==> src/rtl/led_arbiter.sv <==
// Fixed-priority owner of the single user LED: grants one of three requesters per frame
// and renders its blink code (N pulses then a gap, or solid on when N is 0).
module led_arbiter #(
    parameter int unsigned TICK_DIV  = 16000,
    parameter int unsigned ON_TICKS  = 200,
    parameter int unsigned OFF_TICKS = 200,
    parameter int unsigned GAP_TICKS = 1000
) (
    input  logic        CLK,
    input  logic        RST,
    input  logic [2:0]  REQ,
    input  logic [11:0] REQ_CNT,
    output logic [2:0]  GRANT,
    output logic        BUSY,
    output logic        LED
);

    localparam int unsigned PRE_W   = (TICK_DIV > 1) ? $clog2(TICK_DIV) : 1;
    localparam int unsigned MAX_OO  = (ON_TICKS > OFF_TICKS) ? ON_TICKS : OFF_TICKS;
    localparam int unsigned DUR_MAX = (MAX_OO > GAP_TICKS) ? MAX_OO : GAP_TICKS;
    localparam int unsigned DUR_W   = $clog2(DUR_MAX + 1);

    localparam logic [PRE_W-1:0] PRE_LAST = PRE_W'(TICK_DIV - 1);
    localparam logic [DUR_W-1:0] ON_LOAD  = DUR_W'(ON_TICKS - 1);
    localparam logic [DUR_W-1:0] OFF_LOAD = DUR_W'(OFF_TICKS - 1);
    localparam logic [DUR_W-1:0] GAP_LOAD = DUR_W'(GAP_TICKS - 1);

    typedef enum logic [2:0] {
        S_IDLE,
        S_ON,
        S_OFF,
        S_GAP,
        S_SOLID
    } state_t;

    state_t             state_q, state_d;
    logic [PRE_W-1:0]   pre_q, pre_d;
    logic [DUR_W-1:0]   dur_q, dur_d;
    logic [3:0]         pulse_q, pulse_d;
    logic [2:0]         grant_q, grant_d;
    logic               led_q, led_d;
    logic               busy_q, busy_d;

    logic               tick;
    logic               expired;
    logic               own_req;
    logic               higher_req;
    logic [2:0]         win;
    logic [3:0]         win_cnt;

    assign tick       = (pre_q == PRE_LAST);
    assign expired    = tick && (dur_q == '0);
    assign own_req    = |(REQ & grant_q);
    // Bits strictly above the current grantee; only used to preempt SOLID.
    assign higher_req = |(REQ & {grant_q[1] | grant_q[0], grant_q[0], 1'b0});

    // Fixed-priority pick and its pulse-count slice.
    always_comb begin
        win     = 3'b000;
        win_cnt = 4'd0;
        if (REQ[2]) begin
            win     = 3'b100;
            win_cnt = REQ_CNT[11:8];
        end else if (REQ[1]) begin
            win     = 3'b010;
            win_cnt = REQ_CNT[7:4];
        end else if (REQ[0]) begin
            win     = 3'b001;
            win_cnt = REQ_CNT[3:0];
        end
    end

    // Next-state, counters and registered outputs.
    always_comb begin
        state_d = state_q;
        pre_d   = tick ? '0 : pre_q + PRE_W'(1);
        dur_d   = (tick && dur_q != '0) ? dur_q - DUR_W'(1) : dur_q;
        pulse_d = pulse_q;
        grant_d = grant_q;

        if (state_q == S_IDLE) begin
            if (REQ != 3'b000) begin
                grant_d = win;
                pulse_d = win_cnt;
                dur_d   = ON_LOAD;
                state_d = (win_cnt == 4'd0) ? S_SOLID : S_ON;
            end
        end else if (!own_req) begin
            state_d = S_IDLE;
            grant_d = 3'b000;
        end else begin
            case (state_q)
                S_ON: begin
                    if (expired) begin
                        state_d = S_OFF;
                        dur_d   = OFF_LOAD;
                    end
                end
                S_OFF: begin
                    if (expired) begin
                        pulse_d = pulse_q - 4'd1;
                        if (pulse_q != 4'd1) begin
                            state_d = S_ON;
                            dur_d   = ON_LOAD;
                        end else begin
                            state_d = S_GAP;
                            dur_d   = GAP_LOAD;
                        end
                    end
                end
                S_GAP: begin
                    if (expired) begin
                        state_d = S_IDLE;
                        grant_d = 3'b000;
                    end
                end
                S_SOLID: begin
                    if (tick && higher_req) begin
                        state_d = S_IDLE;
                        grant_d = 3'b000;
                    end
                end
                default: begin
                    state_d = S_IDLE;
                    grant_d = 3'b000;
                end
            endcase
        end

        // Restarting the prescaler makes each timed state exactly X*TICK_DIV cycles.
        if (state_d != state_q) begin
            pre_d = '0;
        end

        led_d  = (state_d == S_ON) || (state_d == S_SOLID);
        busy_d = (state_d != S_IDLE);
    end

    always_ff @(posedge CLK) begin
        if (RST) begin
            state_q <= S_IDLE;
            pre_q   <= '0;
            dur_q   <= '0;
            pulse_q <= 4'd0;
            grant_q <= 3'b000;
            led_q   <= 1'b0;
            busy_q  <= 1'b0;
        end else begin
            state_q <= state_d;
            pre_q   <= pre_d;
            dur_q   <= dur_d;
            pulse_q <= pulse_d;
            grant_q <= grant_d;
            led_q   <= led_d;
            busy_q  <= busy_d;
        end
    end

    assign GRANT = grant_q;
    assign BUSY  = busy_q;
    assign LED   = led_q;

endmodule

==> config.mk <==
export PLATFORM = sky130hd
export DESIGN_NAME = led_arbiter
export DESIGN_NICKNAME = d
export VERILOG_FILES = /design/src/rtl/led_arbiter.sv
export SDC_FILE = /design/constraint.sdc
export NUM_CORES = 1
export LEC_CHECK = 0
export ABC_AREA = 1
export BUFFER_PORTS_ARGS = -buffer_cell sky130_fd_sc_hd__buf_2
export CELL_PAD_IN_SITES_DETAIL_PLACEMENT = 1
export CELL_PAD_IN_SITES_GLOBAL_PLACEMENT = 1
export CORE_MARGIN = 3
export CORE_UTILIZATION = 45
export DETAILED_ROUTE_END_ITERATION = 10
export HOLD_SLACK_MARGIN = 0.08
export PLACE_DENSITY_LB_ADDON = 0.1
export SLEW_MARGIN = 20
export SYNTH_ARGS = -nofsm -noshare
export SYNTH_HDL_FRONTEND = slang
export SYNTH_SLANG_ARGS = --single-unit
==> constraint.sdc <==
create_clock -name CLK -period 3.91 [get_ports CLK]
set_input_delay 0.9775 -clock CLK [delete_from_list [all_inputs] [get_ports CLK]]
set_output_delay 0.9775 -clock CLK [all_outputs]
set_load 0.005 [all_outputs]
Yosys cells after proc, flatten, opt, wreduce, memory -nomap -nowiden
Cells that the tools add are included.

Bits in registers: 36. Input bits: 17. Output and inout port bits: 5. Logic and storage cells: 80.

$add $sub $neg: 3. Equal/unequal tests: 13. Muxes and demuxes: 35. Bitwise logic cells: 3. Reductions and logical operators: 19.

Operator list (number): $mux W10 (7); $mux W3 (14); $mux W4 (8); $pmux W10 S2 (1); $add A14 B1 Y14 const B (1); $eq A14 B14 Y1 const B (1); $pmux W3 S4 (1); $logic_not A10 Y1 (1); $reduce_bool A10 Y1 (1); $sub A10 B1 Y10 const B (1); $pmux W3 S3 (1); $reduce_or A3 Y1 (3); $ne A4 B4 Y1 const B (2); $reduce_and A4 Y1 (2); $and A3 B3 Y3 (2); $eq A3 B1 Y1 const B (2); $eq A3 B2 Y1 const B (2); $eq A3 B3 Y1 const B (2); $reduce_bool A2 Y1 (3); $reduce_bool A3 Y1 (2); $logic_not A4 Y1 (1); $mux W2 (2); $ne A4 B1 Y1 const B (1); $sub A4 B1 Y4 const B (1); other kinds (9) (11).

Longest topological paths before layout
Gate-level depths: netlist of the first run.

Word-level depth: 10. Mapped depth: 14. Gate-level depth less buffers: 13.

Worst setup path before layout of the first run
Ideal clock, no wire load.

Path type: in2reg. Start point: input REQ[2]. End point: register pre_q[12]. Setup time: 117 ps. Arrival time: 2072 ps. Data required time: 3793 ps. Slack: 1721 ps. Cell stages on the path: 12. Buffers on the path: 2. Cell sequence: buf_4 nor2_2 nand2_1 nand3_1 nor2_1 nand3_1 nand2_1 nand2_1 nand2_1 nand4_2 buf_6 nor2_2.

Longest elaborated chain between the ends: 9. Elaborated cells on any way between the ends: 16. Those cells by class: eq/ne: 1; mux: 7; bitwise: 2; reduce/logical: 6.

RTL lines: start, declared (RTL line 11) `input logic [2:0] REQ,`; $and A3 B3 Y3 (RTL line 55) `assign higher_req = |(REQ & {grant_q[1] | grant_q[0], grant_q[0], 1'b0});`; $reduce_or A3 Y1 (RTL line 55); $logic_and A1 B1 Y1 (RTL line 118) `if (tick && higher_req) begin`; $mux W3 (RTL line 118); $pmux W3 S4 (RTL line 92) `case (state_q)`; $mux W3 (RTL line 88) `end else if (!own_req) begin`; $mux W3 * (RTL line 81) `if (state_q == S_IDLE) begin`; $ne A3 B3 Y1 * (RTL line 131) `if (state_d != state_q) begin`; $reduce_or A3 Y1 (no line) *; end signal, assigned (RTL line 150) `pre_q <= pre_d;`; end, declared (RTL line 37) `logic [PRE_W-1:0] pre_q, pre_d;`.

Every way passes the cells marked *; elsewhere a longest branch is shown, timed or not. A chain may end at the register's enable or synchronous reset.

Final worst setup path of the first run
Start point: input REQ[2]. End point: register pre_q[4].

Same word-level chain as after synthesis.

==> results of run 1 <==
## cell type report
| class | instances | area [µm²] | share of cell area [%] |
|---|---|---|---|
| timing repair buffer | 21 | 105 | 4.47 |
| clock inverter | 3 | 18.8 | 0.797 |
| clock buffer | 5 | 68.8 | 2.92 |
| inverter | 41 | 154 | 6.54 |
| multi-input combinational | 237 | 1220 | 51.9 |
| tap | 52 | 65.1 | 2.76 |
| sequential | 36 | 721 | 30.6 |
## Yosys cell counts (all sizes together), types with 2 or more instances
cell / instances / area [µm²]
a31oi: 2 / 12.5
dfxtp: 36 / 721
xor2: 9 / 78.8
nor2: 67 / 312
a21oi: 20 / 104
buf: 3 / 26.3
o21ai: 11 / 55.1
xnor2: 9 / 78.8
ha: 4 / 50.1
nor3: 5 / 25.0
inv: 41 / 154
nand4: 5 / 37.5
nand3: 28 / 155
nand2: 73 / 282
## placed cells by master, fill, tap and decap left out, types with 2 or more instances in the layout
master,n
a21oi_1,19
a31oi_1,2
buf_2,21
clkbuf_8,5
clkinv_2,2
dfxtp_1,36
ha_1,4
inv_1,41
nand2_1,70
nand2_2,3
nand3_1,25
nand3_2,3
nand4_1,4
nor2_1,49
nor2_2,15
nor2_4,3
nor3_1,5
o21ai_0,10
xnor2_1,9
xor2_1,9
## final timing paths
check                  start       end  cells past startpoint
hold reg to reg     pre_q[0]  pre_q[0]                      1
hold / removal      pre_q[0]  pre_q[0]                      1
setup / recovery      REQ[2]  pre_q[4]                     10
setup reg to reg  state_q[0]  pre_q[4]                      9
## layer usage
metal  vias up  track usage [%]  wire length [µm]
li1       1044                -                 -
met1       905             25.4              2540
met2        30             33.2              2270
met3         6             4.01               165
met4         0             4.55                42
met5         -                0                 0
## logic make-up (layout without fill, tap and decap cells)
family | count (synthesis) | after routing | share of synthesized area, %
xor+xnor | 18 | 18 | 7.42
mux | 1 | 1 | 0.530
fa+ha+maj | 4 | 4 | 2.35
compound gates | 33 | 33 | 8.06
simple gates | 181 | 181 | 39.1
flops | 36 | 36 | 33.9
buf+inv | 45 | 70 | 8.65
## power groups by stage
stage | clock [mW] | sequential, mW | combinational [mW]
final | 0.265 | 0.406 | 0.167
after global routing | 0.289 | 0.409 | 0.194
after CTS | 0.272 | 0.406 | 0.170
after detailed placement | 0 | 0.414 | 0.168
after global placement | 0 | 0.414 | 0.164
after floorplan | 0 | 0.412 | 0.128
## state kept, by name, summed over array words and instances (netlist names)
name and cells:
BUSY 1, GRANT 3, LED 1, dur_q 10
pre_q 14, pulse_q 4, state_q 3
## worst max-delay path: cells and delay by family
kind	cells	cell delay, ps
buffers and inverters	1	170
and+or+nand+nor	9	1500
==> impl_results.md, run 1 <==
- Status: completed
- Fmax: between 400 and 500 MHz
- CTS Root Cell: clkbuf_8
- Pre-CTS WS: 1150 ps
- Fin Setup TNS: 0 ps
- RSZ-0062 raised after global routing: false
- Area Overhead vs Synth: 10.7%
- Count of cells resized by post-cts repair: 0
- Worst Skew: roughly 5.4 ps
- Sequential power share: between 40% and 50%
- Gr usage total: between 10% and 20%
- DRT Pass-1 Iters: 4
- Core Box Area: 4440 µm²
- CTS Buffer Depth: 2
- Crit-path max cell delay: 450 ps
- Slew Viols, Final: 0
- Num Clock Sinks: 36
- Combinational fraction of design power: between 15 and 20%
- Req. time, crit path: 4120 ps
- P per Cell Area: 356 nW/µm²
- Flop-to-flop setup slack: around 1600 ps
- Core Rows: 24
- Cts hold-fix bufs: 0
- HPWL Detailed: 3980 µm
- Crit path cell chain: buf_2 > nor2_2 > nand3_1 > nand3_1 > nor2_1 > nand3_1 > nor2_1 > nor2_1 > nand4_2 > nor2_1
- Post-DRT Antenna Nets: 0
- Slowest CP cell: nand4_2
- Crit path max fanout: 14
- IO Pins: 22
- N_diodes: 0
- Remaining DRCs: 0
- Setup-failing EPs final: 0
- Synth Warn #: 0
- Power after layout: approximately 840 µW
- Final hold violations: 0
- Initial Util: 47.8%
- Crit path top cell by count: nor2_1
- Die W: 74.7 µm
- Hold Path Class: reg -> reg
- Synthesized Nets: 339
- Startpoint class of the critical path: input port
- Routed len/inst: approximately 13 µm
- Final Critical Period: 2420 ps
- Post-synthesis instance total: ~320
- Asr flop ratio synth: 0%
- FF+latch count, synth: 36
- CP arrival: 2630 ps
- First-pass GRT wire length: 8540 µm
- Post-synth cell types: 27
- Clk_lat worst skew: slightly below 300 ps
- GRT overflow: 0
- H-tree levels: 2
- Mapped Area: 2130 µm²
- Via density: 5.03
- DP Area: 2270 µm²
- RePlAce Congestion: 0.821
- CTS tree: done
- Cts bufs inserted: 5
- Slew at the pin with the worst max-slew slack: 528 ps
- Max-cap violations: 0
- Largest net degree at the start of global routing: 15
- VDD IR max: 187 µV
- Switch share: about a third
- Synth Flop Type: dfxtp_1
- Post-synth EDFFs: 0
- Post-route worst setup slack: 1490 ps
- DRT iter0 DRCs: 56
- Antenna violations before repair: 0
- Pleak: 1.03 nW
- Finished Core Util: 53.0%
- IO buf count: 21
- CP Class: in -> reg
- Routed wire length: 5020 µm
- Slew headroom: 64.7%
- Fill count: 624
- Clock slew at reported path FFs: 80 ps
- Final hold slack: roughly 460 ps
- Via count: 1985
- Int Pwr: between 500 and 600 µW
- Die Ht: 74.7 µm
- Crit end category: flop
- Layout Nets: 363
- Fin crit share: 61.9%
- Final instance area: approximately 2400 µm²
- Number of global-route vias before repair: 2003
- Cells after DPL: approximately 390
- Die ar.: 5580 µm²
- Postcts setup bufs: 0
- Sequential area share after synthesis: 33.9%
- Avg Inst Size Synth: ~6.7 µm²
- Clock power frac: between 30% and 40%
- Psw: 266 µW
- Share of cells above drive strength 1: ~17%
- Non-Filler Instances: 395
(Power assumes the default switching activity.)
==> inputs of run 2 (changes only) <==
CORE_UTILIZATION = 41   (was 45)
clock period = 2.45 ns   (was 3.91 ns; I/O delays follow)
==> impl_results.md, run 2 (synthesized netlist as in run 1, its figures left out) <==
- Status: completed
- Fin Setup TNS: 0 ps (unchanged)
- Largest net degree at the start of global routing: 15 (unchanged)
- Fin crit share: between 80% and 90%
- Slew headroom: 67.1% (+2.4 points)
- Combinational fraction of design power: 20.6% (+0.7 points)
- H-tree levels: 2 (unchanged)
- CP bufs+invs: 0 (-1)
- RSZ-0062 raised after global routing: false
- Slew at the pin with the worst max-slew slack: 490 ps (-38.0 ps)
- Max FFs per register: 14 (unchanged)
- CP arrival: 2290 ps (-340 ps)
- Initial Util: 43.6% (-4.3 points)
- Fill count: 696 (+12%)
- Gr usage total: 19.8% (+0.27 points)
- Crit path top cell by count: nand2_1
- Number of global-route vias before repair: 2109 (+5.3%)
- Final hold violations: 0 (unchanged)
- Top reg by flops: pre_q
- Final hold slack: 462 ps (-2.59 ps)
- Routed len/inst: 12.6 µm (-0.81%)
- Cts bufs inserted: 5 (unchanged)
- CP Class: reg -> reg
- IO Pins: 22 (unchanged)
- Routed wire length: 5200 µm (+3.7%)
- First-pass GRT wire length: 9690 µm (+13%)
- GRT overflow: 0 (unchanged)
- Req. time, crit path: 2670 ps (-1450 ps)
- Commonest non-fill, non-tap cell in the layout: nand2_1
- Post-DRT Antenna Nets: 0 (unchanged)
- Crit path cell chain: ha_1 > nand2_1 > nor2_2 > nand2_1 > nor2_1 > nand2_1 > nand2_1 > nand2_1 > nand2_2 > nand2_1 > nand2_1 > nand4_4 > nor2_1
- Most frequent cells in the layout: nand2_1, nor2_1, inv_1, dfxtp_1, nand3_1
- Slowest CP cell: dfxtp_1
- Max-cap violations: 0 (unchanged)
- Clock slew at reported path FFs: 80 ps (about the same)
- Crit path max fanout: 14 (unchanged)
- Switch share: 31.9% (+0.14 points)
- RePlAce Congestion: 0.790 (-3.8%)
- Die ar.: 6080 µm² (+9.0%)
- DRT iter0 DRCs: 53 (-5.4%)
- Sequential power share: 48.1% (-0.3 points)
- Area Overhead vs Synth: 13.1%
- DRT Pass-1 Iters: 4 (unchanged)
- Hold Path Class: reg -> reg
- P per Cell Area: 562 nW/µm² (+58%)
- Layout Nets: 366 (+0.83%)
- Via density: 4.85 (-3.5%)
- HPWL Detailed: 4140 µm (+4.0%)
- Clock power frac: 31.3% (-0.3 points)
- Remaining DRCs: 0 (unchanged)
- Via count: 2003 (+0.91%)
- Crit-path max cell delay: 370 ps (-80 ps)
- Die W: 78.0 µm (+4.4%)
- N_diodes: 0 (unchanged)
- Num Clock Sinks: 36 (unchanged)
- Core Rows: 25 (+4.2%)
- Final Critical Period: ~2100 ps
- Largest regs: pre_q: 14 flops, dur_q: 10 flops, pulse_q: 4 flops
- Share of cells above drive strength 1: 17.3% (+0.72 points)
- CTS Root Cell: clkbuf_8
- Antenna violations before repair: 0 (unchanged)
- Pleak: 1.05 nW (+1.5%)
- VDD IR max: 269 µV (+44%)
- Worst Skew: 3.31 ps (-2.08 ps)
- Int Pwr: 919 µW (+61%)
- CTS Buffer Depth: 2 (unchanged)
- CP top delay family: simple AND/OR/NAND/NOR gates
- Core Box Area: 4880 µm² (+9.8%)
- CTS tree: done
- Setup-failing EPs final: 0 (unchanged)
- Die Ht: 78.0 µm (+4.4%)
- Crit end category: flop
- Startpoint class of the critical path: flop
- Slew Viols, Final: 0 (unchanged)
- Fmax: about 480 MHz
- IO buf count: 21 (unchanged)
- Psw: 431 µW (+62%)
- Clk_lat worst skew: 290 ps (about the same)
-- run 2: changes by cell type in the layout (fill, tap and decap cells not counted), sizes merged --
cell | previous run | this run
buf | 21 | 24
-- run 2: worst paths after layout --
| path | start | endpoint | slack [ps] | depth (start not counted) |
|---|---|---|---|---|
| setup reg to reg | pre_q[0] | pre_q[4] | 380 | 13 |
| hold / removal | pre_q[0] | pre_q[0] | 460 | 1 |
| hold reg to reg | pre_q[0] | pre_q[0] | 460 | 1 |
| setup / recovery | pre_q[0] | pre_q[4] | 380 | 13 |
-- run 2: layout make-up --
class                      instances  area [µm²]  area share (%)
tap                               67        83.8            3.49
clock buffer                       5        68.8            2.86
sequential                        36         721            30.0
inverter                          41         154            6.40
timing repair buffer              24         128            5.31
clock inverter                     3        18.8           0.781
multi-input combinational        237        1230            51.2
-- run 2: what timing repair did --
action | CTS | global route
resized for setup | 0 | 1
endpoints found under the setup margin | 0 | 14
hold buffers | 0 | 0
buffers inserted | 0 | 0
-- run 2: per-layer routing --
metal	share of wire, %	track usage, %
met1	48	26.0
met2	47	33.0
met3	2.9	3.48
met4	1.2	5.77
met5	0	0
-- run 2: power by group through the flow --
stage,Clock (mW),Combinational [mW],Sequential (mW)
after floorplan,0,0.204,0.657
after global placement,0,0.271,0.662
after detailed placement,0,0.277,0.663
after CTS,0.445,0.278,0.650
after global routing,0.479,0.323,0.656
final,0.423,0.278,0.649
-- run 2: per-stage QoR --
stage	total power, mW	setup WS [ps]	utilization [%]	cell area [µm²]	cells
4_1_cts	1.37	145	49.1	2390	413
2_1_floorplan	0.860	626	-	2130	318
6_report	1.35	383	49.3	2400	413
5_1_grt	1.46	21.5	49.3	2400	413
3_5_place_dp	0.940	63.4	47.3	2310	405
3_3_place_gp	0.932	123	47.3	2310	405
==> inputs of run 3 (changes only) <==
CORE_UTILIZATION = 37   (was 41)
clock period = 1.9 ns   (was 2.45 ns; I/O delays follow)
==> impl_results.md, run 3 (synthesized netlist as in run 1, its figures left out) <==
- Status: completed
- Core Rows: 26 (+4.0%)
- Startpoint class of the critical path: flop
- Pleak: 1.20 nW (+14%)
- Number of global-route vias before repair: 2171 (+2.9%)
- Cells after DPL: 422 (+4.2%)
- Gr usage total: 19.1% (-0.71 points)
- Slew at the pin with the worst max-slew slack: 418 ps (-72.5 ps)
- R2R cell count: 13 (unchanged)
- Clock slew at reported path FFs: 70 ps (about the same)
- Clk_lat worst skew: 300 ps (about the same)
- Layout Nets: 388 (+6.0%)
- GRT overflow: 0 (unchanged)
- CTS Buffer Depth: 2 (unchanged)
- Finished Core Util: 51.2% (+2.0 points)
- Die W: 81.8 µm (+4.9%)
- Fin Setup TNS: 0 ps (unchanged)
- VDD IR max: 337 µV (+25%)
- Cts hold-fix bufs: 0 (unchanged)
- R2r endpoint: pre_q[9]
- Slew Viols, Final: 0 (unchanged)
- Flop-to-flop setup slack: 30 ps (-350 ps)
- Routed len/inst: 13.7 µm (+8.4%)
- Crit path max fanout: 7 (-7)
- Non-Filler Instances: 438 (+6.1%)
- Num Clock Sinks: 36 (unchanged)
- CP arrival: 2110 ps (-180 ps)
- Most frequent cells in the layout: nand2_1, nor2_1, inv_1, dfxtp_1, nand3_1
- CP startpoint: dur_q[0]
- Antenna violations before repair: 0 (unchanged)
- Die Ht: 81.8 µm (+4.9%)
- Hold Path Class: reg -> reg
- Worst r2r src: dur_q[0]
- Routed wire length: 5980 µm (+15%)
- Commonest non-fill, non-tap cell in the layout: nand2_1
- Slew headroom: 71.9% (+4.8 points)
- CP Class: reg -> reg
- Cts bufs inserted: 5 (unchanged)
- DRT Pass-1 Iters: 4 (unchanged)
- Setup-failing EPs final: 0 (unchanged)
- RePlAce Congestion: 0.920 (+17%)
- Fin crit share: 98.4% (+14 points)
- Worst Skew: 3.70 ps (+0.389 ps)
- P per Cell Area: 735 nW/µm² (+31%)
- Max-cap violations: 0 (unchanged)
- Largest regs: pre_q: 14 flops, dur_q: 10 flops, pulse_q: 4 flops
- Fmax: 535 MHz (+11%)
- Post-route worst setup slack: 29.9 ps (-353 ps)
- Post-DRT Antenna Nets: 0 (unchanged)
- Crit end category: flop
- Area Overhead vs Synth: 28.5%
- CTS tree: done
- Die ar.: 6690 µm² (+10%)
- Core Box Area: 5340 µm² (+9.3%)
- Pre-CTS WS: -45.9 ps (-109 ps)
- CTS Root Cell: clkbuf_8
- DRT iter0 DRCs: 48 (-9.4%)
- Via count: 2122 (+5.9%)
- Crit path capture: pre_q[9]
- Max FFs per register: 14 (unchanged)
- H-tree levels: 2 (unchanged)
- Top reg by flops: pre_q
- Final Critical Period: 1870 ps (-197 ps)
- HPWL Detailed: 4460 µm (+7.7%)
- Remaining DRCs: 0 (unchanged)
- IO Pins: 22 (unchanged)
- IO buf count: 21 (unchanged)
- Req. time, crit path: 2140 ps (-530 ps)
- Final hold violations: 0 (unchanged)
- Share of cells above drive strength 1: 30.2% (+13 points)
- N_diodes: 0 (unchanged)
- First-pass GRT wire length: 9650 µm (-0.35%)
- Initial Util: 39.8% (-3.7 points)
- Fill count: 732 (+5.2%)
- Largest net degree at the start of global routing: 15 (unchanged)
- Via density: 4.84 (-0.11%)
[run 3: cell types whose count changed in the layout (fill, tap and decap cells not counted), sizes merged]
cell	delta
clkinv	-2
buf	+21
bufinv	+1
clkinvlp	+1
clkbuf	+1
[run 3: per-stage QoR]
step	instance area, µm²	total power [mW]	hold slack, ps
after floorplan	2130	1.11	427
after global placement	2430	1.26	476
after detailed placement	2430	1.27	484
after CTS	2540	1.97	496
after global routing	2730	2.15	532
final	2730	2.01	488
[run 3: worst min path at each step]
stage	endpoint	slack (ps)	cells after the start	start
2_1_floorplan	pre_q[0]	430	1	pre_q[0]
6_report	dur_q[7]	490	2	dur_q[7]
4_1_cts	dur_q[7]	500	2	dur_q[7]
5_1_grt	dur_q[7]	530	2	dur_q[7]
3_5_place_dp	dur_q[7]	480	2	dur_q[7]
3_3_place_gp	dur_q[7]	480	2	dur_q[7]
[run 3: routing by layer]
layer	up-vias	share of wire, %	global-route usage [%]
met5	-	0	0
met4	0	0.95	5.65
met3	6	3.4	5.15
met2	29	48	32.6
met1	991	47	23.2
li1	1096	-	-
[run 3: power by group]
part	switching (mW)	internal [mW]
sequential	0.0364	0.802
combinational	0.276	0.209
clock	0.297	0.388
total	0.609	1.40
[run 3: worst max-delay path, cell delays in order, from the launching register on]
cell,delay [ps]
dfxtp_2,340
inv_2,90
ha_4,140
nand2_1,80
nor2_4,230
nand2_2,100
nand2_2,90
nand2_2,70
nand2_2,100
nand2_2,80
nand2_2,90
nand4_4,130
clkbuf_16,200
nor2_2,70
[run 3: area by class of cell]
cell class | instances | area (µm²) | area share (%)
clock buffers | 5 | 68.8 | 2.52
repair buffers | 46 | 323 | 11.8
flip-flops and latches | 36 | 729 | 26.7
inverters | 41 | 154 | 5.63
multi-input cells | 237 | 1330 | 48.6
well taps | 70 | 87.6 | 3.21
clock inverters | 3 | 42.5 | 1.56
[run 3: timing repair]
action | 4_1_cts | 5_1_grt
cloned | 0 | 1
buffers inserted | 0 | 7
resized for setup | 2 | 36
setup endpoints to repair | 4 | 31
pin swaps | 1 | 10
